===== config.mk =====
export PLATFORM = sky130hd
export DESIGN_NAME = led_blinker_multi_flat
export DESIGN_NICKNAME = d
export VERILOG_FILES = /design/src/rtl/led_blinker_pkg.sv /design/src/rtl/led_blinker_multi_if.sv /design/src/rtl/led_blinker_multi_tick_prescaler.sv /design/src/rtl/led_blinker_multi.sv /design/src/flat_wrapper.sv
export SDC_FILE = /design/constraint.sdc
export NUM_CORES = 1
export LEC_CHECK = 0
export CORE_ASPECT_RATIO = 1.4
export CORE_MARGIN = 2
export CORE_UTILIZATION = 40
export DETAILED_ROUTE_END_ITERATION = 12
export SETUP_SLACK_MARGIN = 0.1
export SYNTH_ARGS = -nofsm -noshare
export SYNTH_HDL_FRONTEND = slang
export SYNTH_HIERARCHICAL = 1
export SYNTH_SLANG_ARGS = --single-unit

===== constraint.sdc =====
create_clock -name i_clk -period 18.4 [get_ports i_clk]
set_input_delay 3.68 -clock i_clk [delete_from_list [all_inputs] [get_ports i_clk]]
set_output_delay 3.68 -clock i_clk [all_outputs]
set_load 0.005 [all_outputs]

===== src/rtl/led_blinker_pkg.sv =====
// ---------------------------------------------------------------------------
// led_blinker_pkg
// Shared definitions for the multi-channel LED blinker:
//   mode_e      channel operating modes (OFF, ON, BLINK, ONESHOT)
//   clog2Min1   ceiling log2 that never returns less than 1, used to size
//               channel-index buses so a single-channel build still has a
//               one-bit index
// ---------------------------------------------------------------------------
package led_blinker_pkg;

   typedef enum logic [1:0] {
      MODE_OFF     = 2'd0,
      MODE_ON      = 2'd1,
      MODE_BLINK   = 2'd2,
      MODE_ONESHOT = 2'd3
   } mode_e;

   // Ceiling log2 clamped to a minimum of 1 bit
   function automatic int clog2Min1(input int n);
      int bits;
      bits = 0;
      while ((1 << bits) < n) begin
         bits++;
      end
      return (bits < 1) ? 1 : bits;
   endfunction

endpackage


===== src/rtl/led_blinker_multi_if.sv =====
// ---------------------------------------------------------------------------
// led_blinker_multi_if
// Configuration write port of the multi-channel LED blinker.
//   wr_en      single-cycle write strobe
//   wr_ch      channel index being written
//   wr_mode    channel mode (see led_blinker_pkg::mode_e encoding)
//   wr_period  blink period in prescaler ticks
//   wr_on      on-time in prescaler ticks
// master: the control side that issues writes
// slave : the blinker that accepts them (no backpressure)
// ---------------------------------------------------------------------------
interface led_blinker_multi_if #(
   parameter int CH_W  = 2,
   parameter int CNT_W = 16
);

   logic             wr_en;
   logic [CH_W-1:0]  wr_ch;
   logic [1:0]       wr_mode;
   logic [CNT_W-1:0] wr_period;
   logic [CNT_W-1:0] wr_on;

   modport master (
      output wr_en,
      output wr_ch,
      output wr_mode,
      output wr_period,
      output wr_on
   );

   modport slave (
      input wr_en,
      input wr_ch,
      input wr_mode,
      input wr_period,
      input wr_on
   );

endinterface


===== src/rtl/led_blinker_multi_tick_prescaler.sv =====
// ---------------------------------------------------------------------------
// tick_prescaler
// Divides the system clock down to a periodic one-cycle tick pulse.
//   i_clk   system clock
//   i_rst   asynchronous, active-high reset
//   o_tick  registered pulse, high for one cycle every CLK_HZ/TICK_HZ clocks
// CLK_HZ/TICK_HZ must be an integer of at least 2.
// ---------------------------------------------------------------------------
module tick_prescaler #(
   parameter int CLK_HZ  = 50_000_000,
   parameter int TICK_HZ = 1_000
) (
   input  logic i_clk,
   input  logic i_rst,
   output logic o_tick
);

   localparam int DIV     = CLK_HZ / TICK_HZ;
   localparam int PRE_MAX = DIV - 1;
   localparam int CW      = $clog2(DIV);

   logic [CW-1:0] count_q, count_d;
   logic          tick_q,  tick_d;

   // Count 0..PRE_MAX and wrap; the tick is raised on the cycle after the
   // count sits at PRE_MAX, so the first tick after reset comes DIV clocks
   // after release.
   always_comb begin
      count_d = count_q + 1'b1;
      tick_d  = 1'b0;
      if (count_q == CW'(PRE_MAX)) begin
         count_d = '0;
         tick_d  = 1'b1;
      end
   end

   // Prescaler state register
   always_ff @(posedge i_clk or posedge i_rst) begin
      if (i_rst) begin
         count_q <= '0;
         tick_q  <= 1'b0;
      end else begin
         count_q <= count_d;
         tick_q  <= tick_d;
      end
   end

   assign o_tick = tick_q;

endmodule


===== src/rtl/led_blinker_multi.sv =====
// ---------------------------------------------------------------------------
// led_blinker_multi
// N_CH independently programmable LED channels driven from a shared tick.
//   i_clk     system clock
//   i_rst     asynchronous, active-high reset
//   i_enable  global output enable; gates o_led only, timing keeps running
//   cfg       configuration write port (slave side)
//   o_led     registered LED drive, bit k = channel k
//   o_tick    one-cycle prescaler tick pulse
// Each channel holds mode, period, on-time and a phase counter. BLINK
// cycles the phase over max(period,1) ticks and lights while phase < on.
// ONESHOT lights for exactly 'on' ticks and then drops back to OFF.
// ---------------------------------------------------------------------------
module led_blinker_multi
   import led_blinker_pkg::*;
#(
   parameter int N_CH    = 4,
   parameter int CLK_HZ  = 50_000_000,
   parameter int TICK_HZ = 1_000,
   parameter int CNT_W   = 16,
   parameter int CH_W    = clog2Min1(N_CH)
) (
   input  logic              i_clk,
   input  logic              i_rst,
   input  logic              i_enable,
   led_blinker_multi_if.slave cfg,
   output logic [N_CH-1:0]   o_led,
   output logic              o_tick
);

   logic            tick;
   logic [N_CH-1:0] chanOn;
   logic [N_CH-1:0] led_q;

   tick_prescaler #(
      .CLK_HZ  (CLK_HZ),
      .TICK_HZ (TICK_HZ)
   ) u_prescaler (
      .i_clk  (i_clk),
      .i_rst  (i_rst),
      .o_tick (tick)
   );

   for (genvar k = 0; k < N_CH; k++) begin : g_chan
      mode_e            mode_q,   mode_d;
      logic [CNT_W-1:0] period_q, period_d;
      logic [CNT_W-1:0] on_q,     on_d;
      logic [CNT_W-1:0] phase_q,  phase_d;
      logic [CNT_W-1:0] effPeriod;
      logic [CNT_W-1:0] phaseInc;
      logic             wrHit;
      logic             chanOnK;

      // Only an index that names this channel hits; indices at or above
      // N_CH match no generate instance and are silently dropped.
      assign wrHit     = cfg.wr_en && (int'(cfg.wr_ch) == k);
      assign effPeriod = (period_q == '0) ? CNT_W'(1) : period_q;
      assign phaseInc  = phase_q + 1'b1;

      // Next-state logic. A write always beats a coincident tick and
      // restarts the phase. BLINK wraps on the effective period; ONESHOT
      // ignores the period and retires itself once 'on' ticks have elapsed.
      always_comb begin
         mode_d   = mode_q;
         period_d = period_q;
         on_d     = on_q;
         phase_d  = phase_q;
         if (wrHit) begin
            mode_d   = mode_e'(cfg.wr_mode);
            period_d = cfg.wr_period;
            on_d     = cfg.wr_on;
            phase_d  = '0;
         end else begin
            unique case (mode_q)
               MODE_BLINK: begin
                  if (tick) begin
                     phase_d = (phase_q == effPeriod - 1'b1) ? '0 : phaseInc;
                  end
               end
               MODE_ONESHOT: begin
                  if (on_q == '0) begin
                     mode_d  = MODE_OFF;
                     phase_d = '0;
                  end else if (tick) begin
                     if (phaseInc == on_q) begin
                        mode_d  = MODE_OFF;
                        phase_d = '0;
                     end else begin
                        phase_d = phaseInc;
                     end
                  end
               end
               default: begin
                  phase_d = '0;
               end
            endcase
         end
      end

      // Channel output function ahead of the shared output register
      always_comb begin
         chanOnK = 1'b0;
         unique case (mode_q)
            MODE_OFF:     chanOnK = 1'b0;
            MODE_ON:      chanOnK = 1'b1;
            MODE_BLINK,
            MODE_ONESHOT: chanOnK = (phase_q < on_q);
            default:      chanOnK = 1'b0;
         endcase
      end

      assign chanOn[k] = chanOnK;

      // Per-channel configuration and phase registers
      always_ff @(posedge i_clk or posedge i_rst) begin
         if (i_rst) begin
            mode_q   <= MODE_OFF;
            period_q <= '0;
            on_q     <= '0;
            phase_q  <= '0;
         end else begin
            mode_q   <= mode_d;
            period_q <= period_d;
            on_q     <= on_d;
            phase_q  <= phase_d;
         end
      end
   end

   // Output register; the enable masks the pins without touching timing,
   // so re-enabling resumes exactly where the channels would have been.
   always_ff @(posedge i_clk or posedge i_rst) begin
      if (i_rst) begin
         led_q <= '0;
      end else begin
         led_q <= chanOn & {N_CH{i_enable}};
      end
   end

   assign o_led  = led_q;
   assign o_tick = tick;

endmodule


===== src/flat_wrapper.sv =====
// flat-port wrapper written by rule: the top's interface ports become plain ports
module led_blinker_multi_flat import led_blinker_pkg::*;
#(
   parameter int N_CH    = 4,
   parameter int CLK_HZ  = 50_000_000,
   parameter int TICK_HZ = 1_000,
   parameter int CNT_W   = 16,
   parameter int CH_W    = clog2Min1(N_CH)
)
  (i_clk, i_rst, i_enable, o_led, o_tick, cfg_wr_en, cfg_wr_ch, cfg_wr_mode, cfg_wr_period, cfg_wr_on);
  led_blinker_multi_if #(.CH_W(CH_W), .CNT_W(CNT_W)) cfg_i ();
  input  logic i_clk;
  input  logic i_rst;
  input  logic i_enable;
  output logic [N_CH-1:0] o_led;
  output logic o_tick;
  input wire logic [$bits(cfg_i.wr_en)-1:0] cfg_wr_en;
  input wire logic [$bits(cfg_i.wr_ch)-1:0] cfg_wr_ch;
  input wire logic [$bits(cfg_i.wr_mode)-1:0] cfg_wr_mode;
  input wire logic [$bits(cfg_i.wr_period)-1:0] cfg_wr_period;
  input wire logic [$bits(cfg_i.wr_on)-1:0] cfg_wr_on;
  assign cfg_i.wr_en = cfg_wr_en;
  assign cfg_i.wr_ch = cfg_wr_ch;
  assign cfg_i.wr_mode = cfg_wr_mode;
  assign cfg_i.wr_period = cfg_wr_period;
  assign cfg_i.wr_on = cfg_wr_on;
  led_blinker_multi #(.N_CH(N_CH), .CLK_HZ(CLK_HZ), .TICK_HZ(TICK_HZ), .CNT_W(CNT_W), .CH_W(CH_W)) u_core (.i_clk(i_clk), .i_rst(i_rst), .i_enable(i_enable), .cfg(cfg_i), .o_led(o_led), .o_tick(o_tick));
endmodule

==> impl_metrics.json, run 1 <==
{
  "worstSetupPathType": "primary input to register",
  "fmax_mhz": 169,
  "arrival_ns": 6.38,
  "end_kind": "register",
  "max_cap_violations": 0,
  "worstHoldPathType": "register to register",
  "route.detailed.drc": 0,
  "path_delay_family": "simple AND/OR/NAND/NOR gates",
  "die_y_um": 238,
  "hold_buffers": 0,
  "hold_start": "u_core/u_prescaler/count_q[13]",
  "synth.cell_area_um2": 15600,
  "wl_per_cell_um": 20.6,
  "clock_latency_ns": 0.54,
  "switching_share": 0.315,
  "p_leak_uw": 0.00698,
  "drtIter0Drc": 845,
  "vias_per_cell": 5.97,
  "ctsResizeCount": 0,
  "critical-path-max-stage-delay_ns": 0.73,
  "grt_overflow_total": 0,
  "clkPwrFrac": 0.354,
  "grt_pass1_wl_um": 73300,
  "yosysSeqAreaShare": 0.355,
  "grt_setup_unrepaired": "no",
  "synth.avg_cell_area_um2": 9.09,
  "hold_end": "u_core/u_prescaler/count_q[13]",
  "p_per_area_nw_per_um2": 83.3,
  "intPower_uw": 979,
  "post-cts-setup-buffers": 0,
  "async_flop_share": 1.00,
  "fin_util": 0.445,
  "antenna_found_initial": 1,
  "period_minus_slack_ns": 5.93,
  "die_w_um": 171,
  "synth_cell_types": 81,
  "cts_root_buf": "clkbuf_16",
  "combPwrFrac": 0.207,
  "dr.pass1.iters": 5,
  "most-common-layout-cells": "dfrtp_1 (221), nand2_1 (143), inv_1 (105)",
  "slowest_stage": "and2_1",
  "cts-buffers-inserted": 25,
  "postRouteAntennaNets": 0,
  "dominantRegCellSynth": "dfrtp_1",
  "yosysTopAreaCell": "dfrtp_1",
  "period_share": 0.322,
  "p_switching_uw": 449,
  "cp_max_fo": 36,
  "ys_ff_latch": 221,
  "drv_slew": 0,
  "dpl.hpwl_um": 33300,
  "gp_congestion": 0.893,
  "required_ns": 18.85,
  "slew_headroom": 0.224,
  "core-area_um2": 38500,
  "ys_top_cells_by_area": "dfrtp_1 (35%), mux2_2 (7.0%), ha_1 (5.9%)",
  "portBuffers": 44,
  "io_pins": 45,
  "rows": 85,
  "routed_wl_um": 45800,
  "path_cells": "clkdlybuf4s50_1 -> nand3_2 -> buf_4 -> nand2_1 -> a21oi_1 -> and2_1 -> nand3_1 -> o21ai_0",
  "tightest_slew_ns": 1.16,
  "clkTransAtPathRegs_ns": 0.06,
  "regToRegSetupSlack_ns": 13.29,
  "cts.sinks": 221,
  "hold_depth": 1,
  "synth_nets": 1828,
  "skew_ns": 0.00726,
  "synth-edff-count": 0,
  "grt_pass1_vias": 13000,
  "worstReg2RegEnd": "u_core/g_chan[2].phase_q[4]",
  "reg2reg_depth": 13,
  "die-area_um2": 40600,
  "area_delta_synth_final_pct": 9.95,
  "vias": 13300,
  "grt_max_degree": 134,
  "cts_tree": "done",
  "start_util": 0.405,
  "clk_path_buf_depth": 3,
  "final_common_cell": "dfrtp_1",
  "grt_usage": 0.228,
  "ir_drop_uv": 58.1,
  "syn_inst": 1715,
  "outcome": "finished, final reports clean",
  "tns_ns": 0,
  "reg2reg_from": "u_core/g_chan[2].period_q[9]",
  "synth_top_area_frac": 0.355,
  "drive_gt1_frac": 0.105,
  "cp_num_buf_inv": 2,
  "seqPwrFrac": 0.439,
  "ys_warn_count": 6,
  "finalSetupViolCount": 0,
  "htree_levels": 1,
  "fin_nets": 1802,
  "startpoint_type": "primary input",
  "hold_violations": 0
}
-- synthesized netlist by cell type, types with 6 or more instances --
library cell	instances
dfrtp_1	221
nand2_1	143
inv_1	106
xnor2_1	100
mux2_2	97
clkbuf_1	94
nand3_1	77
ha_1	73
a31oi_1	72
nor2_1	72
o21ai_0	66
xor2_1	57
nor4_1	46
a21oi_1	43
nand4_1	41
nor3_1	38
and3_1	25
o22ai_1	22
or3_1	22
nand4b_1	19
or4_1	18
a21o_1	17
and4_1	17
mux2i_1	17
nand3b_1	14
a41oi_1	13
a2111oi_0	12
and2_1	12
a31o_2	10
a211o_1	9
nand2b_1	9
nor3b_1	9
o21a_1	9
o31ai_1	9
nor2b_1	8
o211ai_1	8
a211oi_1	7
nor4b_1	6
-- cell families after synthesis --
family | share of synthesized area
AOI/OAI and AO/OA | 0.147
xor gates and xnor gates | 0.0911
adders and majority gates | 0.0586
buffers and inverters | 0.0543
DFF | 0.355
muxes | 0.0819
and+or+nand+nor | 0.213
-- power groups by stage --
stage	clock network (µW)	registers [µW]	logic, µW
after floorplan	0	603	229
after global placement	0	632	285
after detailed placement	0	634	294
after CTS	518	626	296
after global routing	538	637	330
final	505	627	295
-- state kept, by name, summed over array words and instances, names as in the netlist --
register / flops
u_core/g_chan.period_q: 64
u_core/g_chan.phase_q: 64
u_core/o_led: 4
u_core/g_chan.mode_q: 8
u_core/g_chan.on_q: 64
u_core/u_prescaler/o_tick: 1
u_core/u_prescaler/count_q: 16
-- worst max-delay path by stage --
stage	start	endpoint	slack (ns)	cells after the start
CTS	cfg_wr_ch[0]	u_core/g_chan[3].phase_q[1]	12.46	8
detailed placement	cfg_wr_ch[0]	u_core/g_chan[3].phase_q[1]	11.94	8
global placement	cfg_wr_ch[0]	u_core/g_chan[3].phase_q[9]	12.06	8
finish	cfg_wr_ch[0]	u_core/g_chan[3].phase_q[1]	12.47	8
global route	cfg_wr_en	u_core/g_chan[3].phase_q[9]	12.17	8
floorplan	i_rst	u_core/g_chan[0].mode_q[0]	9.15	1
-- metrics by stage --
step	area (µm²)	cells	total power (µW)	hold slack [ns]	setup WS, ns
5_1_grt	17100	2227	1500	0.531	12.17
2_1_floorplan	15600	1715	832	0.463	9.15
6_report	17100	2228	1430	0.513	12.47
4_1_cts	17100	2227	1440	0.514	12.46
3_5_place_dp	16300	2184	928	0.502	11.94
3_3_place_gp	16300	2184	917	0.494	12.06
-- layer usage --
metal,vias to the layer above,track usage,share of wire
met5,-,0,0
met2,336,0.401,0.51
met4,0,0.0881,0.036
met1,6615,0.284,0.42
li1,6269,-,-
met3,91,0.0288,0.042
-- worst register-to-register path, delay by kind of cell (launching register included) --
family          cells  cell delay (ns)
flops               1             0.44
simple gates        7             3.03
compound gates      5             1.23
fa+ha+maj           1             0.27
-- layout make-up --
type,instances,area [µm²]
Clock buffer,33,696
Clock inverter,10,125
Antenna cell,1,2.50
Timing Repair Buffer,52,500
Sequential cell,221,5530
Tap cell,522,653
Multi-Input combinational cell,1283,9240
Inverter,106,405
Fill cell,3796,21400
(Power assumes the default switching activity.)
==> run 2, diff against run 1 <==
clock period = 5.3 ns   (was 18.4 ns; I/O delays follow)
==> impl_metrics.json, run 2 (synthesis gave the netlist of run 1 again) <==
{
  "post-cts-setup-buffers": 0,
  "cp_max_fo": 18,
  "end_kind": "register",
  "reg2reg_from": "u_core/g_chan[3].period_q[4]",
  "grt_usage": 0.226,
  "vias": 13300,
  "area_delta_synth_final_pct": 10.1,
  "dpl.hpwl_um": 33200,
  "cts-buffers-inserted": 24,
  "drive_gt1_frac": 0.110,
  "startpoint_type": "register",
  "slew_headroom": 0.284,
  "ctsResizeCount": 0,
  "place_area_um2": 16400,
  "grt_pass1_wl_um": 72900,
  "final_cell_area_um2": 17200,
  "clkPwrFrac": 0.345,
  "skew_ns": 0.0131,
  "grt_overflow_total": 0,
  "vias_per_cell": 5.94,
  "worstSetupPathType": "register to register",
  "multi_input_area_um2": 9240,
  "hold_buffers": 0,
  "p_leak_uw": 0.00700,
  "finalSetupViolCount": 0,
  "seqPwrFrac": 0.446,
  "dr.pass1.iters": 5,
  "fillers": 3767,
  "portBuffers": 44,
  "drtIter0Drc": 885,
  "top_regs": "u_core/g_chan.on_q: 64 flops, u_core/g_chan.period_q: 64 flops, u_core/g_chan.phase_q: 64 flops",
  "drv_slew": 0,
  "p_switching_uw": 1570,
  "worstHoldPathType": "register to register",
  "intPower_uw": 3320,
  "arrival_ns": 4.95,
  "gp_congestion": 0.878,
  "ir_drop_uv": 223,
  "period_minus_slack_ns": 4.56,
  "cts_tree": "done",
  "reg2reg_depth": 12,
  "grt_max_degree": 115,
  "worstReg2RegEnd": "u_core/g_chan[3].phase_q[2]",
  "register_area_um2": 5530,
  "postRouteAntennaNets": 0,
  "fmax_mhz": 219,
  "htree_levels": 1,
  "io_pins": 45,
  "hold_depth": 1,
  "die-area_um2": 40600,
  "routed_wl_um": 45600,
  "rows": 85,
  "fin_nets": 1808,
  "cts.sinks": 221,
  "clkTransAtPathRegs_ns": 0.06,
  "regToRegSetupSlack_ns": 0.74,
  "final_common_cell": "dfrtp_1",
  "die_y_um": 238,
  "wl_per_cell_um": 20.4,
  "antenna_found_initial": 0,
  "grt_setup_unrepaired": "no",
  "period_share": 0.860,
  "antenna_cells": 0,
  "grt_pass1_vias": 13000,
  "combPwrFrac": 0.210,
  "core-area_um2": 38500,
  "start_util": 0.405,
  "tightest_slew_ns": 1.07,
  "p_per_area_nw_per_um2": 285,
  "crit_path_end": "u_core/g_chan[3].phase_q[2]",
  "hold_violations": 0,
  "clk_path_buf_depth": 3,
  "worstSetupStartpoint": "u_core/g_chan[3].period_q[4]",
  "tns_ns": 0,
  "max_cap_violations": 0,
  "clock_latency_ns": 0.55,
  "die_w_um": 171,
  "switching_share": 0.321,
  "route.detailed.drc": 0,
  "cts_root_buf": "clkbuf_16",
  "outcome": "finished, final reports clean",
  "most-common-layout-cells": "dfrtp_1 (221), nand2_1 (143), inv_1 (105)",
  "required_ns": 5.69
}
run 2: area by class of cell:
cell class                 count  area share
clock buffer                  28      0.0383
sequential                   221       0.322
tap                          522      0.0380
clock inverter                14     0.00722
multi-input combinational   1283       0.538
timing repair buffer          59      0.0329
inverter                     106      0.0234
run 2: worst min-delay path by stage:
| stage | endpoint | startpoint |
|---|---|---|
| final | u_core/g_chan[3].mode_q[0] | u_core/g_chan[3].mode_q[1] |
| after global placement | u_core/g_chan[3].mode_q[0] | u_core/g_chan[3].mode_q[1] |
| after detailed placement | u_core/g_chan[3].mode_q[0] | u_core/g_chan[3].mode_q[1] |
| after global routing | u_core/g_chan[3].mode_q[0] | u_core/g_chan[3].mode_q[1] |
| after CTS | u_core/g_chan[3].mode_q[0] | u_core/g_chan[3].mode_q[1] |
| after floorplan | u_core/u_prescaler/count_q[0] | u_core/u_prescaler/count_q[0] |
run 2: metrics by stage:
stage / power [µW] / instances / setup WS, ns / hold slack, ns / utilization
2_1_floorplan: 2890 / 1715 / 1.43 / 0.463 / -
3_3_place_gp: 3190 / 2191 / 0.933 / 0.481 / 0.426
3_5_place_dp: 3220 / 2191 / 0.817 / 0.492 / 0.426
4_1_cts: 4930 / 2233 / 0.799 / 0.502 / 0.446
5_1_grt: 5150 / 2233 / 0.400 / 0.536 / 0.446
6_report: 4890 / 2233 / 0.742 / 0.505 / 0.446
run 2: per-layer routing:
metal  vias up  share of wire  track usage
li1       6272              -            -
met1      6546           0.41        0.282
met2       362           0.49        0.390
met3        93          0.047       0.0251
met4         0          0.047        0.106
met5         -              0            0
run 2: power groups by stage:
stage	combinational (µW)	clock (µW)	sequential, µW
detailed placement	1020	0	2200
CTS	1030	1720	2170
global route	1140	1790	2210
floorplan	796	0	2090
global placement	997	0	2190
finish	1030	1680	2180
run 2: worst max-delay path, stage by stage (launching register included):
cell	delay, ns
dfrtp_1	0.42
or4_1	0.66
nor4_4	0.54
a21oi_1	0.14
ha_1	0.27
nor3b_1	0.19
a221o_1	0.36
o311ai_0	0.13
o22ai_1	0.19
nor4_2	0.43
nand3_1	0.58
a41oi_1	0.44
a31oi_1	0.07
